`config.mk`:
```
export PLATFORM = sky130hd
export DESIGN_NAME = norm_shift_pipe_flat
export DESIGN_NICKNAME = d
export VERILOG_FILES = /design/src/rtl/norm_shift_pipe_pkg.sv /design/src/rtl/norm_shift_pipe_if.sv /design/src/rtl/norm_barrel_shl.sv /design/src/rtl/norm_shift_pipe.sv /design/src/flat_wrapper.sv
export SDC_FILE = /design/constraint.sdc
export NUM_CORES = 1
export LEC_CHECK = 0
export ABC_CLOCK_PERIOD_IN_PS = 4480
export BUFFER_PORTS_ARGS = -buffer_cell sky130_fd_sc_hd__buf_2
export CELL_PAD_IN_SITES_DETAIL_PLACEMENT = 1
export CELL_PAD_IN_SITES_GLOBAL_PLACEMENT = 2
export CORE_UTILIZATION = 35
export DETAILED_ROUTE_END_ITERATION = 12
export PLACE_DENSITY = 0.86
export SYNTH_ARGS = -nofsm -noshare
export SYNTH_HDL_FRONTEND = slang
export SYNTH_SLANG_ARGS = --single-unit
```
`constraint.sdc`:
```
create_clock -name clk -period 4.48 [get_ports clk]
set_input_delay 0.896 -clock clk [delete_from_list [all_inputs] [get_ports clk]]
set_output_delay 0.896 -clock clk [all_outputs]
set_load 0.01 [all_outputs]
```
`src/rtl/norm_shift_pipe_pkg.sv`:
```
// Shared widths and stage payload types for the normalizer pipeline.
// Payload structs are sized by the package defaults; top-level WIDTH/EXP_W must match them.
package norm_pkg;

  localparam int NORM_WIDTH = 16;
  localparam int NORM_EXP_W = 8;
  localparam int NORM_COUNT = $clog2(NORM_WIDTH);

  typedef struct packed {
    logic [NORM_WIDTH-1:0] data;
    logic [NORM_COUNT-1:0] shift;
    logic [NORM_EXP_W-1:0] exp_n;
    logic                  zero;
    logic                  uflow;
    logic                  err;
  } s1_payload_t;

  typedef struct packed {
    logic [NORM_WIDTH-1:0] data;
    logic [NORM_EXP_W-1:0] exp;
    logic                  zero;
    logic                  uflow;
    logic                  err;
  } s2_payload_t;

  function automatic int max_int(input int a, input int b);
    return (a > b) ? a : b;
  endfunction

endpackage

```
`src/rtl/norm_shift_pipe_if.sv`:
```
// Valid/ready bus of the normalizer: upstream LZC results in, normalized mantissa out.
// slave = the normalizer, master = the surrounding logic driving/consuming it.
interface norm_shift_pipe_if
  import norm_pkg::*;
#(
  parameter int WIDTH = NORM_WIDTH,
  parameter int EXP_W = NORM_EXP_W
);
  localparam int COUNT = $clog2(WIDTH);

  logic             in_valid;
  logic             in_ready;
  logic [WIDTH-1:0] in_data;
  logic [COUNT:0]   in_zcnt;
  logic             in_nz;
  logic [EXP_W-1:0] in_exp;

  logic             out_valid;
  logic             out_ready;
  logic [WIDTH-1:0] out_data;
  logic [EXP_W-1:0] out_exp;
  logic             out_zero;
  logic             out_uflow;
  logic             out_err;

  modport slave (
    input  in_valid, in_data, in_zcnt, in_nz, in_exp, out_ready,
    output in_ready, out_valid, out_data, out_exp, out_zero, out_uflow, out_err
  );

  modport master (
    output in_valid, in_data, in_zcnt, in_nz, in_exp, out_ready,
    input  in_ready, out_valid, out_data, out_exp, out_zero, out_uflow, out_err
  );

endinterface

```
`src/rtl/norm_barrel_shl.sv`:
```
// Logarithmic left shifter with zero fill: one 2:1 mux level per shift-amount bit.
module norm_barrel_shl #(
  parameter  int WIDTH = 16,
  localparam int COUNT = $clog2(WIDTH)
) (
  input  logic [WIDTH-1:0] data_i,
  input  logic [COUNT-1:0] shift_i,
  output logic [WIDTH-1:0] data_o
);

  logic [WIDTH-1:0] lvl [COUNT+1];

  assign lvl[0] = data_i;

  for (genvar i = 0; i < COUNT; i++) begin : g_lvl
    assign lvl[i+1] = shift_i[i] ? (lvl[i] << (1 << i)) : lvl[i];
  end

  assign data_o = lvl[COUNT];

endmodule

```
`src/rtl/norm_shift_pipe.sv`:
```
// Two-stage normalizer: S1 decides shift/exponent/underflow, S2 applies the barrel shift.
// Optional consistency checker on the incoming LZC result: define NORM_SHIFT_CHECK_EN.
module norm_shift_pipe
  import norm_pkg::*;
#(
  parameter int WIDTH = NORM_WIDTH,
  parameter int EXP_W = NORM_EXP_W
) (
  input  logic                  clk,
  input  logic                  rst_n,
  norm_shift_pipe_if.slave      bus
);

  localparam int COUNT = $clog2(WIDTH);
  localparam int CMP_W = max_int(EXP_W, COUNT + 1);

  logic        s1_valid_q, s1_valid_d;
  logic        s2_valid_q, s2_valid_d;
  logic        rdy_en_q;
  s1_payload_t s1_q, s1_d;
  s2_payload_t s2_q, s2_d;

  logic             s1_load;
  logic             s2_load;
  logic             in_xfer;
  logic             chk_err;
  logic [CMP_W-1:0] zcnt_ext;
  logic [CMP_W-1:0] exp_ext;
  logic [WIDTH-1:0] shl_data;

  assign s2_load      = !s2_valid_q || bus.out_ready;
  assign s1_load      = !s1_valid_q || s2_load;
  // rdy_en_q keeps in_ready low until the first edge after reset release
  assign bus.in_ready = rdy_en_q && s1_load;
  assign in_xfer      = bus.in_valid && bus.in_ready;

  assign zcnt_ext = CMP_W'(bus.in_zcnt);
  assign exp_ext  = CMP_W'(bus.in_exp);

`ifdef NORM_SHIFT_CHECK_EN
  logic [COUNT:0] lzc;

  always_comb begin
    lzc = (COUNT+1)'(WIDTH);
    for (int i = 0; i < WIDTH; i++) begin
      if (bus.in_data[i]) lzc = (COUNT+1)'(WIDTH - 1 - i);
    end
  end

  assign chk_err = (lzc != bus.in_zcnt) || ((bus.in_data != '0) != bus.in_nz);
`else
  assign chk_err = 1'b0;
`endif

  always_comb begin
    s1_d      = '0;
    s1_d.data = bus.in_data;
    s1_d.err  = chk_err;
    if (!bus.in_nz) begin
      s1_d.zero = 1'b1;
    end else if (zcnt_ext <= exp_ext) begin
      s1_d.shift = bus.in_zcnt[COUNT-1:0];
      s1_d.exp_n = EXP_W'(exp_ext - zcnt_ext);
    end else begin
      // exponent is below WIDTH here, so it fits the shift field
      s1_d.shift = exp_ext[COUNT-1:0];
      s1_d.uflow = 1'b1;
    end
  end

  norm_barrel_shl #(.WIDTH(WIDTH)) u_shl (
    .data_i  (s1_q.data),
    .shift_i (s1_q.shift),
    .data_o  (shl_data)
  );

  always_comb begin
    s2_d       = '0;
    s2_d.data  = shl_data;
    s2_d.exp   = s1_q.exp_n;
    s2_d.zero  = s1_q.zero;
    s2_d.uflow = s1_q.uflow;
    s2_d.err   = s1_q.err;
  end

  always_comb begin
    s1_valid_d = s1_valid_q;
    s2_valid_d = s2_valid_q;
    if (s1_load) s1_valid_d = in_xfer;
    if (s2_load) s2_valid_d = s1_valid_q;
  end

  always_ff @(posedge clk or negedge rst_n) begin
    if (!rst_n) begin
      s1_valid_q <= 1'b0;
      s2_valid_q <= 1'b0;
      rdy_en_q   <= 1'b0;
    end else begin
      s1_valid_q <= s1_valid_d;
      s2_valid_q <= s2_valid_d;
      rdy_en_q   <= 1'b1;
    end
  end

  always_ff @(posedge clk or negedge rst_n) begin
    if (!rst_n) begin
      s1_q <= '0;
      s2_q <= '0;
    end else begin
      if (in_xfer) s1_q <= s1_d;
      if (s2_load && s1_valid_q) s2_q <= s2_d;
    end
  end

  assign bus.out_valid = s2_valid_q;
  assign bus.out_data  = s2_q.data;
  assign bus.out_exp   = s2_q.exp;
  assign bus.out_zero  = s2_q.zero;
  assign bus.out_uflow = s2_q.uflow;
  assign bus.out_err   = s2_q.err;

endmodule

```
`src/flat_wrapper.sv`:
```
// flat-port wrapper written by rule: the top's interface ports become plain ports
module norm_shift_pipe_flat import norm_pkg::*;
#(
  parameter int WIDTH = NORM_WIDTH,
  parameter int EXP_W = NORM_EXP_W
)
  (clk, rst_n, bus_in_valid, bus_in_data, bus_in_zcnt, bus_in_nz, bus_in_exp, bus_out_ready, bus_in_ready, bus_out_valid, bus_out_data, bus_out_exp, bus_out_zero, bus_out_uflow, bus_out_err);
  norm_shift_pipe_if #(.WIDTH(WIDTH), .EXP_W(EXP_W)) bus_i ();
  input  logic clk;
  input  logic rst_n;
  input wire logic [$bits(bus_i.in_valid)-1:0] bus_in_valid;
  input wire logic [$bits(bus_i.in_data)-1:0] bus_in_data;
  input wire logic [$bits(bus_i.in_zcnt)-1:0] bus_in_zcnt;
  input wire logic [$bits(bus_i.in_nz)-1:0] bus_in_nz;
  input wire logic [$bits(bus_i.in_exp)-1:0] bus_in_exp;
  input wire logic [$bits(bus_i.out_ready)-1:0] bus_out_ready;
  output wire logic [$bits(bus_i.in_ready)-1:0] bus_in_ready;
  output wire logic [$bits(bus_i.out_valid)-1:0] bus_out_valid;
  output wire logic [$bits(bus_i.out_data)-1:0] bus_out_data;
  output wire logic [$bits(bus_i.out_exp)-1:0] bus_out_exp;
  output wire logic [$bits(bus_i.out_zero)-1:0] bus_out_zero;
  output wire logic [$bits(bus_i.out_uflow)-1:0] bus_out_uflow;
  output wire logic [$bits(bus_i.out_err)-1:0] bus_out_err;
  assign bus_i.in_valid = bus_in_valid;
  assign bus_i.in_data = bus_in_data;
  assign bus_i.in_zcnt = bus_in_zcnt;
  assign bus_i.in_nz = bus_in_nz;
  assign bus_i.in_exp = bus_in_exp;
  assign bus_i.out_ready = bus_out_ready;
  assign bus_in_ready = bus_i.in_ready;
  assign bus_out_valid = bus_i.out_valid;
  assign bus_out_data = bus_i.out_data;
  assign bus_out_exp = bus_i.out_exp;
  assign bus_out_zero = bus_i.out_zero;
  assign bus_out_uflow = bus_i.out_uflow;
  assign bus_out_err = bus_i.out_err;
  norm_shift_pipe #(.WIDTH(WIDTH), .EXP_W(EXP_W)) u_core (.clk(clk), .rst_n(rst_n), .bus(bus_i));
endmodule
```
==> flow_metrics.env <==
export IMPL_outcome="finished, final reports clean"
export IMPL_place_area_sq_um=3450
export IMPL_layout_drive_gt1_share_pct=30.6
export IMPL_synthTopCellsByArea="dfrtp_1 (48%), mux2_2 (7.3%), nand2_1 (7.0%)"
export IMPL_wirelength_um=7850
export IMPL_cp_buffers_inverters=2
export IMPL_synth_fa_ha_area_share_pct=2.69
export IMPL_clkLatencyLatePin_ps=350
export IMPL_h_tree_depth=3
export IMPL_r2r_start="u_core.s1_valid_q"
export IMPL_crit_type="in2reg"
export IMPL_final_cell_area_sq_um=3700
export IMPL_critPathMaxFanout=7
export IMPL_die_x_um=95.6
export IMPL_drt_first_pass_iters=4
export IMPL_yosys_area_share_xor_xnor_pct=0.856
export IMPL_synth_simple_area_share_pct=14.4
export IMPL_numClockSinks=59
export IMPL_wire_per_inst_um=17.0
export IMPL_synth_area_per_cell_sq_um=10.5
export IMPL_clock_fmax_ghz=0.372
export IMPL_nets=391
export IMPL_finalSetupViolCount=0
export IMPL_overflow=0
export IMPL_crit_path_cell_trace="buf_2, inv_1, ha_1, fa_1, nand2b_1, a21o_1, a21oi_2, nand3_1, o311ai_0"
export IMPL_cp_data_required_time_ps=4700
export IMPL_num_vias=2415
export IMPL_skew_ps=9.92
export IMPL_syn_inst=291
export IMPL_async_flop_share_pct=100
export IMPL_hold_viol=0
export IMPL_ys_warn_count=0
export IMPL_period_share_pct=60.1
export IMPL_syn_nets=331
export IMPL_crit_start="bus_in_exp[0]"
export IMPL_synth_compound_area_share_pct=13.9
export IMPL_ant_nets=0
export IMPL_cts_tree="yes"
export IMPL_portBuffers=61
export IMPL_cpPeakStageDelay_ps=400
export IMPL_ios=63
export IMPL_synth_top_family_by_area="multiplexers"
export IMPL_cap_violations=0
export IMPL_seq_area_frac_synth_pct=48.1
export IMPL_max_vdd_ir_drop_v=0.000162
export IMPL_n_antenna_cell=0
export IMPL_drv_slew=0
export IMPL_cts_setup_buffers=0
export IMPL_grt_pass1_wl_um=13400
export IMPL_cp_arrival_ps=2910
export IMPL_grt_pass1_vias=2542
export IMPL_start_kind="primary input"
export IMPL_path_delay_family="compound AO/OA/AOI/OAI gates"
export IMPL_viasPerCell=5.24
export IMPL_crit_slowest_cell="o311ai_0"
export IMPL_grt_use_total_pct=19.8
export IMPL_die_y_um=95.6
export IMPL_grt_start_max_net_pins=36
export IMPL_p_per_area_nw_per_um2=495
export IMPL_post_route_min_period_ps=2690
export IMPL_rows=33
export IMPL_fill_cells=958
export IMPL_endpoint_kind="flop"
export IMPL_ys_seq_elements=59
export IMPL_synth_edf_count=0
export IMPL_syn_to_final_growth_pct=20.6
export IMPL_worstHoldPathType="reg2reg"
export IMPL_dieArea_sq_um=9140
export IMPL_core_area_sq_um=8340
export IMPL_drc_errors=0
export IMPL_synth_largest_area_cell="dfrtp_1"
export IMPL_worstMarginPinSlew_ps=1170
export IMPL_clockBufferDepth=2
export IMPL_synth_top_flop_cell="dfrtp_1"
export IMPL_maxSlewHeadroom_pct=21.7
export IMPL_leakage_nw=1.79
export IMPL_path_clk_slew_ps=60
export IMPL_rsz0062_at_grt="false"
export IMPL_synth_common_cells="dfrtp_1 (59), nand2_1 (57), mux2_2 (20), mux2i_1 (20), o21ai_0 (16)"
export IMPL_final_util_pct=44.4
export IMPL_place_congestion=0.803
export IMPL_power_w=0.00183
export IMPL_ctsHoldBuffers=0
export IMPL_yosysMostFrequentCell="dfrtp_1"
export IMPL_dp_hpwl_um=5820
export IMPL_cts_root_buf="clkbuf_8"
export IMPL_synthMuxAreaShare_pct=16.8
export IMPL_tns_ps=0
export IMPL_initial_core_util_pct=36.8
export IMPL_hold_start="u_core.bus.out_uflow"
export IMPL_numCtsBuffers=9
export IMPL_first_iter_violations=123
export IMPL_synth_area_sq_um=3070
export IMPL_synthDominantCellAreaShare_pct=48.1
export IMPL_whs_ps=468
export IMPL_post_cts_resized=0
export IMPL_ys_types=46
export IMPL_antenna_found_initial=0
==> routing by layer <==
layer  part of all wire [%]  vias up  GRT usage [%]
met2                     44       62           28.7
met4                    1.5        0           6.47
li1                       -     1152              -
met5                      0        -              0
met3                    4.6       10           5.42
met1                     50     1191           28.5
==> area by class of cell <==
cell class              instances  area, sq um  area share (%)
multi-input cells             211         1500            40.5
flip-flops and latches         59         1480            39.9
inverters                       7         26.3           0.710
clock inverters                 3         67.6            1.83
clock buffers                  13          179            4.84
repair buffers                 63          320            8.66
well taps                     105          131            3.55
==> tightest hold or removal path, delay by kind of cell (launching register included) <==
kind | cells | cell delay [ps]
flip-flops | 1 | 340
AND/OR/NAND/NOR | 2 | 100
==> where the power goes <==
group          internal [W]  switching, W  leakage (nW)  total [W]
logic              0.000228      0.000256         0.921   0.000484
clock network      0.000374      0.000216         0.122   0.000590
registers          0.000651      0.000106         0.744   0.000758
==> sequential cells by signal, summed over array words and instances, names as in the netlist <==
name                  flops
u_core.s1_q              30
u_core.s1_valid_q         1
u_core.bus.out_exp        8
u_core.rdy_en_q           1
u_core.bus.out_uflow      1
u_core.bus.out_valid      1
u_core.bus.out_zero       1
u_core.bus.out_data      16
==> cell families (layout without fill, tap and decap cells) <==
logic type / Yosys count / count (layout)
AOI/OAI and AO/OA: 59 / 59
xor gates and xnor gates: 3 / 3
adders and majority gates: 6 / 6
buffers and inverters: 21 / 86
DFF: 59 / 59
muxes: 44 / 44
other: 2 / 2
and+or+nand+nor: 97 / 97
==> cells in the final DEF (no fill, tap or decap), types with 7 or more instances in the layout <==
| master | Yosys | final |
|---|---|---|
| mux2i_1 | 20 | 20 |
| nand2b_1 | 7 | 7 |
| nor2_1 | 10 | 10 |
| o21ai_0 | 16 | 16 |
| clkbuf_8 | 0 | 13 |
| a21oi_1 | 9 | 9 |
| nand2_1 | 57 | 57 |
| dfrtp_1 | 59 | 59 |
| buf_2 | 5 | 61 |
| mux2_2 | 20 | 20 |
==> path summary, 6_finish.rpt <==
path                       slack, ps                    to  cells past startpoint
max                             1790        u_core.s1_q[8]                      9
min                              470  u_core.bus.out_uflow                      2
max reg2reg                     2260       u_core.s1_q[26]                      4
min reg2reg                      470  u_core.bus.out_uflow                      2
max in group asynchronous       3100        u_core.s1_q[2]                      2
min in group asynchronous        530       u_core.s1_q[25]                      1
==> through the flow <==
stage          setup WS (ps)  instances
5_1_grt                 1580        461
2_1_floorplan           1860        291
4_1_cts                 1790        461
6_report                1790        461
3_3_place_gp            1600        445
3_5_place_dp            1430        445
(Power assumes the default switching activity.)
